==> src/rtl/cdc_arb_pkg.sv <==
// cdc_arb_pkg: shared types and helpers for the CDC handshake arbiter.
//   arb_state_e : arbiter FSM states (idle, strobe issue, wait for completion)
//   calc_id_w   : width of a requester index for a given requester count
package cdc_arb_pkg;

  typedef enum logic [1:0] {
    ARB_IDLE  = 2'd0,
    ARB_ISSUE = 2'd1,
    ARB_WAIT  = 2'd2
  } arb_state_e;

  // A single requester still needs a one-bit index.
  function automatic int calc_id_w(input int num_req);
    return (num_req <= 2) ? 1 : $clog2(num_req);
  endfunction

endpackage

==> src/rtl/cdc_handshake_arbiter_picker.sv <==
// cdc_rr_picker: combinational round-robin selector.
//   pending    in  NUM_REQ  requesters with an outstanding request
//   last_grant in  ID_W     requester served most recently
//   valid      out 1        at least one pending requester
//   index      out ID_W     first pending index after last_grant, wrapping around
module cdc_rr_picker
  import cdc_arb_pkg::*;
#(
  parameter int NUM_REQ = 4,
  parameter int ID_W    = calc_id_w(NUM_REQ)
) (
  input  logic [NUM_REQ-1:0] pending,
  input  logic [ID_W-1:0]    last_grant,
  output logic               valid,
  output logic [ID_W-1:0]    index
);

  logic [ID_W-1:0] cand;

  // Walk from the farthest offset down to the nearest so the nearest pending
  // index after last_grant is the final assignment. Offset NUM_REQ is
  // last_grant itself, which therefore has the lowest priority.
  always_comb begin
    valid = |pending;
    index = last_grant;
    cand  = '0;
    for (int k = NUM_REQ; k >= 1; k--) begin
      cand = ID_W'((int'(last_grant) + k) % NUM_REQ);
      if (pending[cand]) index = cand;
    end
  end

endmodule

==> src/rtl/cdc_handshake_arbiter.sv <==
// cdc_handshake_arbiter: shares one source-side CDC strobe/stall channel among
// NUM_REQ requesters, round-robin, one transfer in flight. Single clock domain.
//   source_clk, source_reset : clock, synchronous active-high reset
//   req_strobe  in  : one-cycle request pulse per requester
//   req_stall   out : request pending for requester i (further pulses dropped)
//   done_strobe out : one-cycle completion pulse to requester i
//   chan_strobe out : one-cycle strobe into the CDC channel
//   chan_id     out : granted requester index, held through completion
//   chan_stall  in  : channel busy level (synchronized)
//   chan_ack    in  : one-cycle completion pulse from the channel
//   busy        out : FSM not idle
//   timeout_err out : sticky watchdog error
// Optional feature: define CDC_ARB_TIMEOUT_EN to enable the WAIT-state
// watchdog (TIMEOUT_CYCLES). Without it timeout_err is tied low.
module cdc_handshake_arbiter
  import cdc_arb_pkg::*;
#(
  parameter  int NUM_REQ        = 4,
  parameter  int TIMEOUT_CYCLES = 256,
  localparam int ID_W           = calc_id_w(NUM_REQ)
) (
  input  logic               source_clk,
  input  logic               source_reset,
  input  logic [NUM_REQ-1:0] req_strobe,
  output logic [NUM_REQ-1:0] req_stall,
  output logic [NUM_REQ-1:0] done_strobe,
  output logic               chan_strobe,
  output logic [ID_W-1:0]    chan_id,
  input  logic               chan_stall,
  input  logic               chan_ack,
  output logic               busy,
  output logic               timeout_err
);

  if (NUM_REQ < 2) begin : g_bad_num_req
    $error("NUM_REQ must be at least 2");
  end
  if (TIMEOUT_CYCLES < 1) begin : g_bad_timeout
    $error("TIMEOUT_CYCLES must be at least 1");
  end

  arb_state_e         state;
  logic [NUM_REQ-1:0] pending;
  logic [NUM_REQ-1:0] pending_next;
  logic [ID_W-1:0]    grant;
  logic [ID_W-1:0]    last_grant;
  logic               pick_valid;
  logic [ID_W-1:0]    pick_index;
  logic               expire;
  logic               finish;

  cdc_rr_picker #(
    .NUM_REQ (NUM_REQ),
    .ID_W    (ID_W)
  ) u_picker (
    .pending    (pending),
    .last_grant (last_grant),
    .valid      (pick_valid),
    .index      (pick_index)
  );

`ifdef CDC_ARB_TIMEOUT_EN
  localparam int CNT_W = $clog2(TIMEOUT_CYCLES + 1);

  logic [CNT_W-1:0] wait_cnt;
  logic             err_q;

  // Fires in the TIMEOUT_CYCLES-th WAIT cycle; a same-cycle ack wins.
  assign expire = (state == ARB_WAIT) && !chan_ack &&
                  (wait_cnt == CNT_W'(TIMEOUT_CYCLES - 1));

  always_ff @(posedge source_clk) begin
    if (source_reset) begin
      wait_cnt <= '0;
      err_q    <= 1'b0;
    end else begin
      if (state == ARB_ISSUE)     wait_cnt <= '0;
      else if (state == ARB_WAIT) wait_cnt <= wait_cnt + 1'b1;
      if (expire) err_q <= 1'b1;
    end
  end

  assign timeout_err = err_q;
`else
  assign expire      = 1'b0;
  assign timeout_err = 1'b0;
`endif

  assign finish    = (state == ARB_WAIT) && (chan_ack || expire);
  assign req_stall = pending;
  assign busy      = (state != ARB_IDLE);

  // Pulses arriving while a bit is already set (including the completion
  // cycle, where the clear below wins) are dropped.
  always_comb begin
    pending_next = pending | req_strobe;
    if (finish) pending_next[grant] = 1'b0;
  end

  always_ff @(posedge source_clk) begin
    if (source_reset) begin
      state       <= ARB_IDLE;
      pending     <= '0;
      grant       <= '0;
      last_grant  <= ID_W'(NUM_REQ - 1);
      chan_strobe <= 1'b0;
      chan_id     <= '0;
      done_strobe <= '0;
    end else begin
      pending     <= pending_next;
      chan_strobe <= 1'b0;
      done_strobe <= '0;
      case (state)
        ARB_IDLE: begin
          if (pick_valid && !chan_stall) begin
            grant       <= pick_index;
            chan_id     <= pick_index;
            chan_strobe <= 1'b1;
            state       <= ARB_ISSUE;
          end
        end
        ARB_ISSUE: state <= ARB_WAIT;
        ARB_WAIT: begin
          if (finish) begin
            // A watchdog expiry releases the requester without a done pulse.
            if (chan_ack) done_strobe[grant] <= 1'b1;
            last_grant <= grant;
            state      <= ARB_IDLE;
          end
        end
        default: state <= ARB_IDLE;
      endcase
    end
  end

endmodule
==> config.mk <==
export PLATFORM = sky130hd
export DESIGN_NAME = cdc_handshake_arbiter
export DESIGN_NICKNAME = d
export VERILOG_FILES = /design/src/rtl/cdc_arb_pkg.sv /design/src/rtl/cdc_handshake_arbiter_picker.sv /design/src/rtl/cdc_handshake_arbiter.sv
export SDC_FILE = /design/constraint.sdc
export NUM_CORES = 1
export LEC_CHECK = 0
export ABC_AREA = 1
export CAP_MARGIN = 20
export CORE_MARGIN = 4
export CORE_UTILIZATION = 44
export CTS_CLUSTER_DIAMETER = 150
export DETAILED_ROUTE_END_ITERATION = 16
export GPL_ROUTABILITY_DRIVEN = 0
export PLACE_DENSITY = 0.75
export SLEW_MARGIN = 30
export SYNTH_ARGS = -nofsm -noshare
export SYNTH_HDL_FRONTEND = slang
export SYNTH_SLANG_ARGS = --single-unit
==> constraint.sdc <==
create_clock -name source_clk -period 1.6 [get_ports source_clk]
set_clock_uncertainty 0.15 [all_clocks]
set_input_delay 0.32 -clock source_clk [delete_from_list [all_inputs] [get_ports source_clk]]
set_output_delay 0.32 -clock source_clk [all_outputs]
set_load 0.02 [all_outputs]
Word level (Yosys, flattened, before mapping)
Cells that the tools add are included.
{"block": "totals", "reg_bits": 15, "in_bits": 8, "wordCells": 58}
{"block": "classes", "addsub": 4, "order_cmp": 6, "n_eq_ne": 4, "n_mux": 19, "n_bitwise": 7, "n_reduce_logical": 12}
{"operator": "$lt A2 B3 Y1 const B", "n": 5}
{"operator": "$mux W2", "n": 6}
{"operator": "$bmux W1 S2", "n": 4}
{"operator": "$reduce_or A4 Y1", "n": 2}
{"operator": "$mux W1", "n": 6}
{"operator": "$pmux W2 S3", "n": 1}
{"operator": "$reduce_and A2 Y1", "n": 3}
{"operator": "$add A2 B1 Y2 const B", "n": 2}
{"operator": "$add A2 B2 Y2 const B", "n": 2}
{"operator": "$and A4 B4 Y4", "n": 1}
{"operator": "$mux W4", "n": 1}
{"operator": "$ne A2 B2 Y1 const B", "n": 2}
{"operator": "$not A1 Y1", "n": 4}
{"operator": "$not A4 Y4", "n": 1}
{"operator": "$or A4 B4 Y4", "n": 1}
{"operator": "$logic_and A1 B1 Y1", "n": 3}
{"operator": "$demux W1 S2", "n": 1}
{"operator": "$eq A2 B1 Y1 const B", "n": 1}
{"operator": "$eq A2 B2 Y1 const B", "n": 1}
{"operator": "$ge A2 B1 Y1 const B", "n": 1}
{"operator": "$logic_not A2 Y1", "n": 1}
{"operator": "$reduce_bool A2 Y1", "n": 1}
{"operator": "$reduce_or A2 Y1", "n": 1}
{"operator": "$logic_not A1 Y1", "n": 1}

Logic depth before layout (Yosys ltp)
{"block": "depth", "ltp_word": 7, "ltp_mapped": 11, "depth_no_buf": 10}

Cells and area by module
A second synthesis with hierarchy kept.
{"block": "hier_totals", "hier_cells": 110, "hier_area_um2": 752.0}
{"mod": "cdc_handshake_arbiter", "instances": 1, "cells_per_inst": 67, "area_each_um2": 548.0}
{"mod": "cdc_rr_picker", "instances": 1, "cells_per_inst": 43, "area_each_um2": 203.9}

Worst setup path after synthesis
Ideal clock, no wire load.
{"block": "synth_timing", "path_kind": "reg2reg", "start": "register pending[1], in the netlist req_stall[1]", "end": "register grant[0]", "setup_ns": 0.117, "arrival_ns": 1.056, "path_slack_ns": 0.277, "stages_incl_launch_ff": 10, "n_path_buf": 0, "period_less_slack_ns": 1.323, "cell_sequence": "dfxtp_1 > inv_1 > o21ai_2 > nand2_1 > nand2_1 > inv_2 > nand3_1 > nand2_1 > nor2_1 > nor2_1"}
{"block": "synth_via", "elab_chain_cells": 6, "elab_cells_between_ends": 15}
{"item": "start: declaration", "line_no": "cdc_handshake_arbiter.sv:43", "source": "logic [NUM_REQ-1:0] pending;"}
{"item": "start signal: assignment", "line_no": "cdc_handshake_arbiter.sv:110", "source": "pending <= pending_next;"}
{"item": "$bmux W1 S2", "line_no": "cdc_handshake_arbiter_picker.sv:29", "source": "if (pending[cand]) index = cand;"}
{"item": "$mux W1 (implied by the code)", "line_no": "cdc_handshake_arbiter_picker.sv:29"}
{"item": "$mux W2 (4 in series)", "line_no": "cdc_handshake_arbiter_picker.sv:29"}
{"item": "end signal: assignment", "line_no": "cdc_handshake_arbiter.sv:116", "source": "grant <= pick_index;"}
{"item": "end: declaration", "line_no": "cdc_handshake_arbiter.sv:45", "source": "logic [ID_W-1:0] grant;"}
Several ways; a longest one is shown, not always the timed one. The select of a mux whose other input is x is not followed.
A chain may end at the register's enable or synchronous reset.

Final worst setup path
{"block": "layout_timing", "start": "register pending[0], in the netlist req_stall[0]", "end": "output port req_stall[0]"}
{"item": "end: declaration", "line_no": "cdc_handshake_arbiter.sv:25", "source": "output logic [NUM_REQ-1:0] req_stall,"}
No word-level cell between the ends.

==> impl_results.md <==
- Top cell type's share of synthesized area: 0.424
- Post-Route WL: 1610 um
- Hold path cells: 2
- DRT antenna net count: 0
- Final hold violations: 0
- Core ar.: 1510 um^2
- LEAKAGE: 0.512 nW
- Crit Path Max Fanout: 4
- Via count: 716
- Die ar.: 2320 um^2
- Cells after DPL: 140
- Count of standard-cell rows: 14
- R2R Setup Slk: 0.23 ns
- DRT Pass-1 Iters: 5
- Post-synthesis register bit count: 15
- Mapped Nets: 108
- Worst Path Required: 1.13 ns
- # fillers: 156
- Final core utilization: 0.640
- Ports: 21
- Nets@finish: 137
- Synth area leader: dfxtp_1
- Cells along the critical path: dlygate4sd2_1
- Die Wd: 48.1 um
- Final period utilization: 0.934
- Top cells by area, synth: dfxtp_1 (42%), nand2_1 (11%), inv_1 (7.4%), a21oi_1 (4.9%), nor2_1 (4.8%)
- Crit path largest cell delay: 0.39 ns
- Post-route cell area: 965 um^2
- Yosys cell types: 20
- Worst path bufs/invs: 1
- Most used DFF post-synth: dfxtp_1
- Total track usage: 0.170
- Max Fclk: 0.669 GHz
- Crit Reg-Reg Endpoint: grant[0]
- Period minus WS final: 1.49 ns
- Post-Syn Instances: 100
- RSZ-0062 raised after global routing: false
- Peak VDD IR: 0.000687 V
- Worst Hold Class: reg -> reg
- CP delay by family, top: flip-flops
- Max-cap violations: 0
- Clock root buffer master: clkbuf_4
- Post-synthesis cell area: 708 um^2
- First-pass GRT wire length: 2700 um
- Top cells by count, synth: nand2_1 (21), dfxtp_1 (15), inv_1 (14)
- Ys Warns: 0
- CP Launch Type: flop
- Layout cells sized above 1: 0.180
- Skew-Pair Late Insertion Delay: 0.29 ns
- DPL Wire Length: 1280 um
- Crit path capture type: primary output
- Starting density of the core: 0.470
- Reg clk slew, reported paths: 0.09 ns
- Vias in the first global route: 660
- Sink Count: 15
- Worst endpoint data arrival time: 1.02 ns
- Reg2reg path depth: 11
- Max-slew violation count: 0
- Post-synthesis sequential area ratio: 0.424
- Outcome: completed
- # setup viols final: 0
- Post-synthesis average cell area: 7.08 um^2
- Setup CP Type: reg -> out
- Placed inst area: 956 um^2
- Largest net degree at the start of global routing: 11
- Asr flop ratio synth: 0
- P&R area growth vs syn: 36.2%
- DR iter-0 viols: 8
- Pwr Density: 876 nW/um^2
- Number of CTS-inserted buffers: 3
- DRC viols: 0
- Clk buf depth: 2
- Ant diodes: 0
- Grt total ovfl: 0
- Wire per inst: 11.2 um
- Height of the chip: 48.1 um
- Finished Layout Cells: 144
- Vias/cell: 4.97
- Hold endpoint: req_stall[1]
- Initial antenna violation count: 0
- Reg2reg start: last_grant[0]
- CTS H-tree lvls: 1
- Buffers on Ports: 19
- Slowest-stage cell, CP: dfxtp_1
- Post-synth EDFFs: 0
- CTS tree: built
- Hold wc startpoint: req_stall[1]
- Most frequent cell after synthesis: nand2_1
[cell usage in the layout (no fill, tap or decap)]
cell,netlist,routed
clkbuf_2,0,1
nor4_1,2,2
nand2_2,5,5
o21ai_0,6,6
buf_4,1,8
o211ai_1,2,2
nand2_1,21,21
nor3_4,1,1
nor2_1,9,9
nand4_1,1,1
dlygate4sd2_1,0,11
clkinv_2,0,1
nor3_1,3,3
conb_1,1,1
clkbuf_4,0,3
clkdlybuf4s50_1,0,7
dfxtp_1,15,15
inv_1,14,14
inv_2,2,2
a21oi_1,7,7
o21ai_2,1,1
nand3_1,6,6
inv_6,1,1
[flip-flops by register name (all words and copies together), names as in the netlist]
| signal | cells |
|---|---|
| grant | 2 |
| chan_strobe | 1 |
| last_grant | 2 |
| req_stall | 4 |
| done_strobe | 4 |
| state | 2 |
[how the worst max path moves through the flow]
stage                 start           end  slack, ns  depth (start not counted)
6_report       req_stall[0]  req_stall[0]       0.11                          1
5_1_grt        req_stall[3]  req_stall[3]       0.05                          1
4_1_cts            state[1]          busy       0.03                          3
3_5_place_dp       chan_ack  req_stall[3]      -0.03                          6
3_3_place_gp       chan_ack  req_stall[3]       0.02                          6
2_1_floorplan  req_stall[1]      grant[0]       0.28                          9
[metrics by stage]
step | worst slack [ns] | total power [mW] | setup TNS (ns) | hold slack, ns
4_1_cts | 0.0340 | 0.853 | 0 | 0.424
6_report | 0.106 | 0.846 | 0 | 0.435
2_1_floorplan | 0.277 | 0.556 | 0 | 0.349
3_3_place_gp | 0.0202 | 0.653 | 0 | 0.394
5_1_grt | 0.0455 | 0.896 | 0 | 0.462
3_5_place_dp | -0.0301 | 0.657 | -0.0734 | 0.411
[where the power goes]
group          internal [mW]  total, mW  switching (mW)
Combinational         0.0921      0.220           0.128
Sequential             0.396      0.412          0.0159
Clock                 0.0929      0.213           0.120
[kinds of logic (layout without fill, tap and decap cells)]
kind of cell    after synthesis  count (layout)  share of synthesized area
compound gates               16              16                      0.125
buf+inv                      20              48                      0.129
flops                        15              15                      0.424
other cells                   1               1                    0.00530
simple gates                 48              48                      0.316
[what timing repair did]
| action | 4_1_cts | 5_1_grt |
|---|---|---|
| cloned | 0 | 0 |
| pin swaps | 0 | 0 |
| setup endpoints to repair | 12 | 1 |
| resized for setup | 12 | 2 |
| hold buffers | 0 | 0 |
| setup buffers | 0 | 0 |
[per-layer routing]
metal	track usage	share of wire	wire length, um
met5	0	0	0
met4	0.0968	0.019	30
met3	0.0221	0.033	53
met2	0.274	0.48	765
met1	0.217	0.47	759
[final cells by class]
class,instances,area (um^2),area share
repair buffers,27,231,0.240
clock inverters,1,5.00,0.00519
flip-flops and latches,15,300,0.311
multi-input cells,65,317,0.328
inverters,17,68.8,0.0713
well taps,16,20.0,0.0208
clock buffers,3,22.5,0.0233
No activity file was read; power rests on OpenSTA's default activity.
